<file path="config.mk">
export PLATFORM = sky130hd
export DESIGN_NAME = apb_i2c_regif
export DESIGN_NICKNAME = d
export VERILOG_FILES = /design/src/rtl/apb_i2c_pkg.sv /design/src/rtl/apb_i2c_regif.sv
export SDC_FILE = /design/constraint.sdc
export NUM_CORES = 1
export LEC_CHECK = 0
export CORE_ASPECT_RATIO = 1.25
export CORE_UTILIZATION = 43
export CTS_BUF_LIST = sky130_fd_sc_hd__clkbuf_4 sky130_fd_sc_hd__clkbuf_8
export DETAILED_ROUTE_END_ITERATION = 16
export PLACE_DENSITY = 0.88
export SYNTH_ARGS = -nofsm -noshare
export SYNTH_HDL_FRONTEND = slang
export SYNTH_SLANG_ARGS = --single-unit
export TNS_END_PERCENT = 5
</file>
<file path="constraint.sdc">
create_clock -name clk -period 2.95 [get_ports clk]
set_input_delay 0.295 -clock clk [delete_from_list [all_inputs] [get_ports clk]]
set_output_delay 0.295 -clock clk [all_outputs]
set_load 0.01 [all_outputs]
</file>
<file path="src/rtl/apb_i2c_pkg.sv">
// Shared definitions for the APB register interface in front of i2c_master:
// register offsets, CTRL/STATUS bit positions, i2c_master state codes, FSM type.
package apb_i2c_pkg;

  localparam logic [7:0] ADDR_CTRL   = 8'h00;
  localparam logic [7:0] ADDR_TXDATA = 8'h04;
  localparam logic [7:0] ADDR_RXDATA = 8'h08;
  localparam logic [7:0] ADDR_STATUS = 8'h0C;

  localparam int CTRL_GO       = 0;
  localparam int CTRL_RW       = 1;
  localparam int CTRL_DA       = 2;
  localparam int CTRL_REP      = 3;
  localparam int CTRL_BC_LSB   = 4;
  localparam int CTRL_ADDR_LSB = 8;
  localparam int CTRL_IEN      = 16;

  // Stored CTRL bits; go is a strobe and is never held.
  localparam logic [31:0] CTRL_WMASK = 32'h0001_7F3E;

  localparam int ST_BUSY        = 0;
  localparam int ST_DONE        = 1;
  localparam int ST_NACK        = 2;
  localparam int ST_TIMEOUT     = 3;
  localparam int ST_ISTATE_LSB  = 4;
  localparam int ST_ISCOUNT_LSB = 8;

  localparam logic [3:0] I2C_IDLE   = 4'd0;
  localparam logic [3:0] I2C_START  = 4'd1;
  localparam logic [3:0] I2C_ADDR   = 4'd2;
  localparam logic [3:0] I2C_ACK    = 4'd3;
  localparam logic [3:0] I2C_WRITE  = 4'd4;
  localparam logic [3:0] I2C_READ   = 4'd5;
  localparam logic [3:0] I2C_MACK   = 4'd6;
  localparam logic [3:0] I2C_MNACK  = 4'd7;
  localparam logic [3:0] I2C_STOP   = 4'd8;
  localparam logic [3:0] I2C_RSTART = 4'd9;

  typedef enum logic [1:0] {
    S_IDLE   = 2'd0,
    S_LAUNCH = 2'd1,
    S_RUN    = 2'd2,
    S_FINISH = 2'd3
  } regif_state_e;

endpackage

</file>
<file path="src/rtl/apb_i2c_regif.sv">
// Zero-wait-state APB register file plus launch/run/finish sequencer driving
// an i2c_master instance that sits beside it in the bridge top.
//
// state  | meaning
// IDLE   | no transfer, CTRL/TXDATA writable
// LAUNCH | enable high, waiting for i2c_master to leave its IDLE
// RUN    | master busy, watching for ACK->STOP (nack)
// FINISH | capture Dout into RXDATA, set done
module apb_i2c_regif
  import apb_i2c_pkg::*;
#(
  parameter int TIMEOUT = 16
) (
  input  logic        clk,
  input  logic        rst,
  input  logic        psel,
  input  logic        penable,
  input  logic        pwrite,
  input  logic [7:0]  paddr,
  input  logic [31:0] pwdata,
  output logic [31:0] prdata,
  output logic        pready,
  output logic        pslverr,
  output logic        enable,
  output logic        rw,
  output logic        DA,
  output logic        rep,
  output logic [1:0]  bytcount,
  output logic [6:0]  addr,
  output logic [31:0] Din,
  input  logic [31:0] Dout,
  input  logic [3:0]  istate,
  input  logic [1:0]  iscount,
  output logic        irq
);

  localparam logic [4:0] TO_LIM  = 5'(TIMEOUT);
  localparam logic [4:0] TO_LAST = 5'(TIMEOUT - 1);

  regif_state_e state_q;
  logic [31:0]  ctrl_q;
  logic [31:0]  txdata_q;
  logic [31:0]  rxdata_q;
  logic         done_q;
  logic         nack_q;
  logic         timeout_q;
  logic         enable_q;
  logic [3:0]   prev_istate_q;
  logic [4:0]   tcnt_q;
  logic [4:0]   tcnt_d;

  logic        busy;
  logic        access;
  logic        mapped;
  logic        err;
  logic        wr_ok;
  logic        wr_ctrl;
  logic        wr_tx;
  logic        wr_status;
  logic        go;
  logic [31:0] status_w;

  assign busy   = (state_q != S_IDLE);
  assign access = psel & penable;
  assign mapped = (paddr == ADDR_CTRL) || (paddr == ADDR_TXDATA) ||
                  (paddr == ADDR_RXDATA) || (paddr == ADDR_STATUS);

  always_comb begin
    err = 1'b0;
    if (paddr[1:0] != 2'b00 || !mapped) err = 1'b1;
    else if (pwrite && paddr == ADDR_RXDATA) err = 1'b1;
    else if (pwrite && busy && (paddr == ADDR_CTRL || paddr == ADDR_TXDATA)) err = 1'b1;
  end

  assign wr_ok     = access & pwrite & ~err;
  assign wr_ctrl   = wr_ok & (paddr == ADDR_CTRL);
  assign wr_tx     = wr_ok & (paddr == ADDR_TXDATA);
  assign wr_status = wr_ok & (paddr == ADDR_STATUS);
  assign go        = wr_ctrl & pwdata[CTRL_GO];

  assign pready  = 1'b1;
  assign pslverr = access & err;

  assign status_w = {22'd0, iscount, istate, timeout_q, nack_q, done_q, busy};

  always_comb begin
    prdata = '0;
    if (psel) begin
      case (paddr)
        ADDR_CTRL:   prdata = ctrl_q;
        ADDR_TXDATA: prdata = txdata_q;
        ADDR_RXDATA: prdata = rxdata_q;
        ADDR_STATUS: prdata = status_w;
        default:     prdata = '0;
      endcase
    end
  end

  assign tcnt_d = (tcnt_q == TO_LIM) ? tcnt_q : tcnt_q + 5'd1;

  always_ff @(posedge clk or posedge rst) begin
    if (rst) begin
      state_q       <= S_IDLE;
      ctrl_q        <= '0;
      txdata_q      <= '0;
      rxdata_q      <= '0;
      done_q        <= 1'b0;
      nack_q        <= 1'b0;
      timeout_q     <= 1'b0;
      enable_q      <= 1'b0;
      prev_istate_q <= '0;
      tcnt_q        <= '0;
    end else begin
      prev_istate_q <= istate;
      if (wr_ctrl) ctrl_q <= pwdata & CTRL_WMASK;
      if (wr_tx) txdata_q <= pwdata;
      // Clears come first so a same-cycle hardware set below wins.
      if (wr_status) begin
        if (pwdata[ST_DONE])    done_q    <= 1'b0;
        if (pwdata[ST_NACK])    nack_q    <= 1'b0;
        if (pwdata[ST_TIMEOUT]) timeout_q <= 1'b0;
      end
      case (state_q)
        S_IDLE: begin
          if (go) begin
            state_q   <= S_LAUNCH;
            enable_q  <= 1'b1;
            tcnt_q    <= '0;
            done_q    <= 1'b0;
            nack_q    <= 1'b0;
            timeout_q <= 1'b0;
          end
        end
        S_LAUNCH: begin
          if (istate != I2C_IDLE) begin
            state_q  <= S_RUN;
            enable_q <= 1'b0;
          end else begin
            tcnt_q <= tcnt_d;
            if (tcnt_q >= TO_LAST) begin
              timeout_q <= 1'b1;
              enable_q  <= 1'b0;
              state_q   <= S_IDLE;
            end
          end
        end
        S_RUN: begin
          if (prev_istate_q == I2C_ACK && istate == I2C_STOP) nack_q <= 1'b1;
          if (istate == I2C_IDLE) state_q <= S_FINISH;
        end
        S_FINISH: begin
          rxdata_q <= Dout;
          done_q   <= 1'b1;
          state_q  <= S_IDLE;
        end
        default: state_q <= S_IDLE;
      endcase
    end
  end

  assign enable   = enable_q;
  assign rw       = ctrl_q[CTRL_RW];
  assign DA       = ctrl_q[CTRL_DA];
  assign rep      = ctrl_q[CTRL_REP];
  assign bytcount = ctrl_q[CTRL_BC_LSB +: 2];
  assign addr     = ctrl_q[CTRL_ADDR_LSB +: 7];
  assign Din      = txdata_q;
  assign irq      = done_q & ctrl_q[CTRL_IEN];

endmodule

</file>
==> results of run 1 <==
[cells in the final DEF (no fill, tap or decap), drive strengths merged, types with 4 or more instances in the layout]
master / synthesis / layout
a21oi: 13 / 13
a22oi: 18 / 18
and2: 4 / 4
and3: 11 / 11
buf: 23 / 18
clkbuf: 10 / 10
clkdlybuf4s50: 0 / 161
clkinv: 0 / 5
dfrtp: 92 / 92
ha: 7 / 7
inv: 14 / 15
mux2: 76 / 76
mux2i: 9 / 9
mux4: 7 / 7
nand2: 6 / 6
nand3: 7 / 7
nand4: 6 / 6
nor2: 38 / 38
o21ai: 4 / 4
o221ai: 5 / 5
[state kept, by name (all words and copies together), names as in the netlist, 4 cells and up, named ones only]
signal         cells
rxdata_q          32
Din               32
prev_istate_q      4
ctrl_q            13
tcnt_q             5
[logic make-up (layout without fill, tap and decap cells)]
kind of cell / count (synthesis) / count (layout)
AO/OA/AOI/OAI: 52 / 52
AND/OR/NAND/NOR: 89 / 89
multiplexers: 92 / 92
other: 1 / 1
flip-flops: 92 / 92
adder cells (fa/ha/maj): 7 / 7
buffers and inverters: 47 / 209
[where the power goes]
part           leakage (µW)  switching, µW  internal, µW  total [µW]
Combinational       0.00155            461           566        1030
Clock             0.0000985            485           339         823
Sequential          0.00120            181          1540        1720
Total               0.00284           1130          2450        3570
[stage by stage]
step / power (µW) / util [%] / setup slack (ps)
global route: 3750 / 62.4 / 99.5
global placement: 2690 / 60.6 / 229
CTS: 3580 / 62.4 / 197
finish: 3570 / 62.4 / 197
floorplan: 2410 / - / 263
detailed placement: 2760 / 60.6 / 201
[worst max path at each step]
stage / endpoint / slack (ps) / cells past startpoint / start
after floorplan: Din[0]$_DFFE_PP0P_ / 260 / 1 / rst
after global placement: prdata[29] / 230 / 7 / paddr[1]
after detailed placement: prdata[29] / 200 / 7 / paddr[1]
after CTS: prdata[21] / 200 / 7 / paddr[1]
after global routing: prdata[12] / 100 / 7 / paddr[1]
final: prdata[21] / 200 / 7 / paddr[1]
[critical path, delay by kind of cell]
family,cells,cell delay [ps]
simple gates,4,890
buf+inv,3,1270
[routing by layer]
metal	wire length, µm	vias up	track usage (%)
li1	-	1683	-
met2	6700	176	41.5
met5	0	-	0
met4	336	0	9.66
met3	870	29	4.50
met1	4860	1903	28.8
[final cells by class]
type,instances,area share (%)
clock buffers,10,2.09
well taps,132,2.51
multi-input cells,241,32.2
clock inverters,6,0.722
flip-flops and latches,92,34.9
inverters,14,0.817
repair buffers,179,26.7
==> key figures, run 1 <==
Die
  – Die Wd: 95.2 µm
  – Row cnt: between 40 and 50
  – I/O Pins: around 160
  – Core area: around 0.011 mm²
  – Die area: 0.0113 mm²
  – Die Y-Extent: between 100 and 150 µm
  – Initial Util: around 44%

Synthesis
  – Mux cell area share after synthesis: around a quarter
  – Synth Net Count: 470
  – Yosys top cell by area: dfrtp_1
  – Synth cell count leaders: dfrtp_1 (92), mux2_2 (64), nor2_1 (38), a22oi_1 (18), inv_1 (14)
  – Synth Area in XOR/XNOR: 0%
  – Main combinational cell family by area after synthesis: multiplexers
  – Cell with the most instances after synthesis: dfrtp_1
  – Post-synth EDFFs: 0
  – Synth Warn #: 0
  – Compound-Gate Fraction of Synth Area: 7.83%
  – Synth Flop Type: dfrtp_1
  – Mapped Avg Cell Area: roughly 12 µm²
  – FFs w/ async S/R, synth: 100%
  – Simple-gate share of the synthesized area: 11.2%
  – Largest cells by area after synthesis: dfrtp_1 (49%), mux2_2 (15%), mux4_2 (3.4%)
  – Cell variety after synth: 51
  – Cells after synthesis: 380
  – Post-Synth Adder-Cell Area: 1.88%
  – Register bit total from synthesis: between 90 and 100
  – Seq/Total Area, Yosys: 49.4%
  – Post-synthesis cell area: 0.00466 mm²
  – Yosys top cell area share: 49.4%

Route
  – Vias per cell: around 5.6
  – DR iter-0 viols: slightly above 200
  – DR vias: roughly 3,800
  – Final ANT Viol Nets: 0
  – Drt total wl: 12,800 µm
  – Post-route DRC: 0
  – Pre-Repair DR Iteration Count: 4
  – Drt wl/cell: about 19 µm

Pwr
  – Static Leak: 0.00284 µW
  – PwrDens: between 500 and 600 mW/mm²
  – Peak supply drop: between 0.2 and 0.3 mV

Outcome
  – Status: finished clean

Global routing
  – Largest net degree at the start of global routing: 58
  – First-pass GRT wire length: 20,600 µm
  – Grt total ovfl: 0
  – Total Routing Usage GR: 24.0%
  – Antenna violations before repair: 0
  – Vias in the first global route: 4,010

Finish
  – Storage cell area: 0.00230 mm²
  – Layout cells sized above 1: 22.9%
  – Area of the multi-input gates: 0.00212 mm²
  – Nets@finish: between 600 and 700
  – Number of fill cells: 808
  – Syn-to-layout area delta: 41.2%
  – Final Instance Area: 0.00659 mm²
  – Final non-filler cell total: 674
  – Antenna diodes: 0

Placement
  – Post-DP HPWL: 9440 µm
  – Placer congestion estimate: 0.828
  – Placed cells: 658
  – DP Area: around 0.0064 mm²
  – Number of I/O port buffers: ~160

Timing
  – Worst hold slack: 312 ps
  – Final Hold Fails: 0
  – Normalized max-slew margin: 37.4%
  – Least-Margin Pin Slew: 938 ps
  – Final setup vio count: 0
  – F_max: about 360 MHz
  – Final setup TNS: 0 ps
  – Final max-slew violation count: 0
  – Clk_skew: 18.7 ps
  – Fin crit share: 93.3%
  – RSZ-0062 raised after global routing: false
  – Tmin final: 2750 ps

Worst setup path
  – Crit-path cells: clkdlybuf4s50_1 > nor4_4 > and2_2 > nand2_1 > buf_4 > nor2_1 > clkdlybuf4s50_1
  – Depth of the worst register-to-register path: 6
  – Critical R2R Launch: state_q[0]$_DFFE_PP0P_
  – Flop-to-flop setup slack: roughly 440 ps
  – Crit path kind: in2out
  – Slowest stage cell, crit path: clkdlybuf4s50_1
  – Worst path most repeated cell: clkdlybuf4s50_1
  – Crit path launch type: primary input
  – Reg-to-reg critical path endpoint: tcnt_q[1]$_DFFE_PP0P_
  – Signal arrival time at the worst endpoint: 2460 ps
  – CP Capture Type: output port
  – Worst path max stage delay: 560 ps
  – Worst endpoint required time: 2650 ps
  – Crit path max fanout: 10

Clock network
  – Post_cts resized: 0
  – Clock Sinks: 92
  – Longest Clk Path Bufs: 2
  – Hold-fix buffers at CTS: 0
  – Setup Buffers After CTS: 0
  – H-tree Lvls: 3
  – Num CTS Buffers: 9
  – Clock-pin slew on the worst setup and hold paths: 110 ps
  – Clk Tree Root Cell: clkbuf_8
  – CTS tree: built
  – Clock Latency Late Sink: 380 ps

Flow run
  – Max-cap violations: 0

Min path
  – Hold WC Path Type: in2async
Power figures use the tool's default switching activity.
==> run 2: changes to the inputs <==
CAP_MARGIN = 15   (was not set)
==> results of run 2 <==
Same layout as run 1: the final DEF is identical, and so are final timing and power.
==> run 3: changes to the inputs <==
GPL_ROUTABILITY_DRIVEN = 0   (was not set)
==> results of run 3 <==
Same layout as run 1: the final DEF is identical, and so are final timing and power.
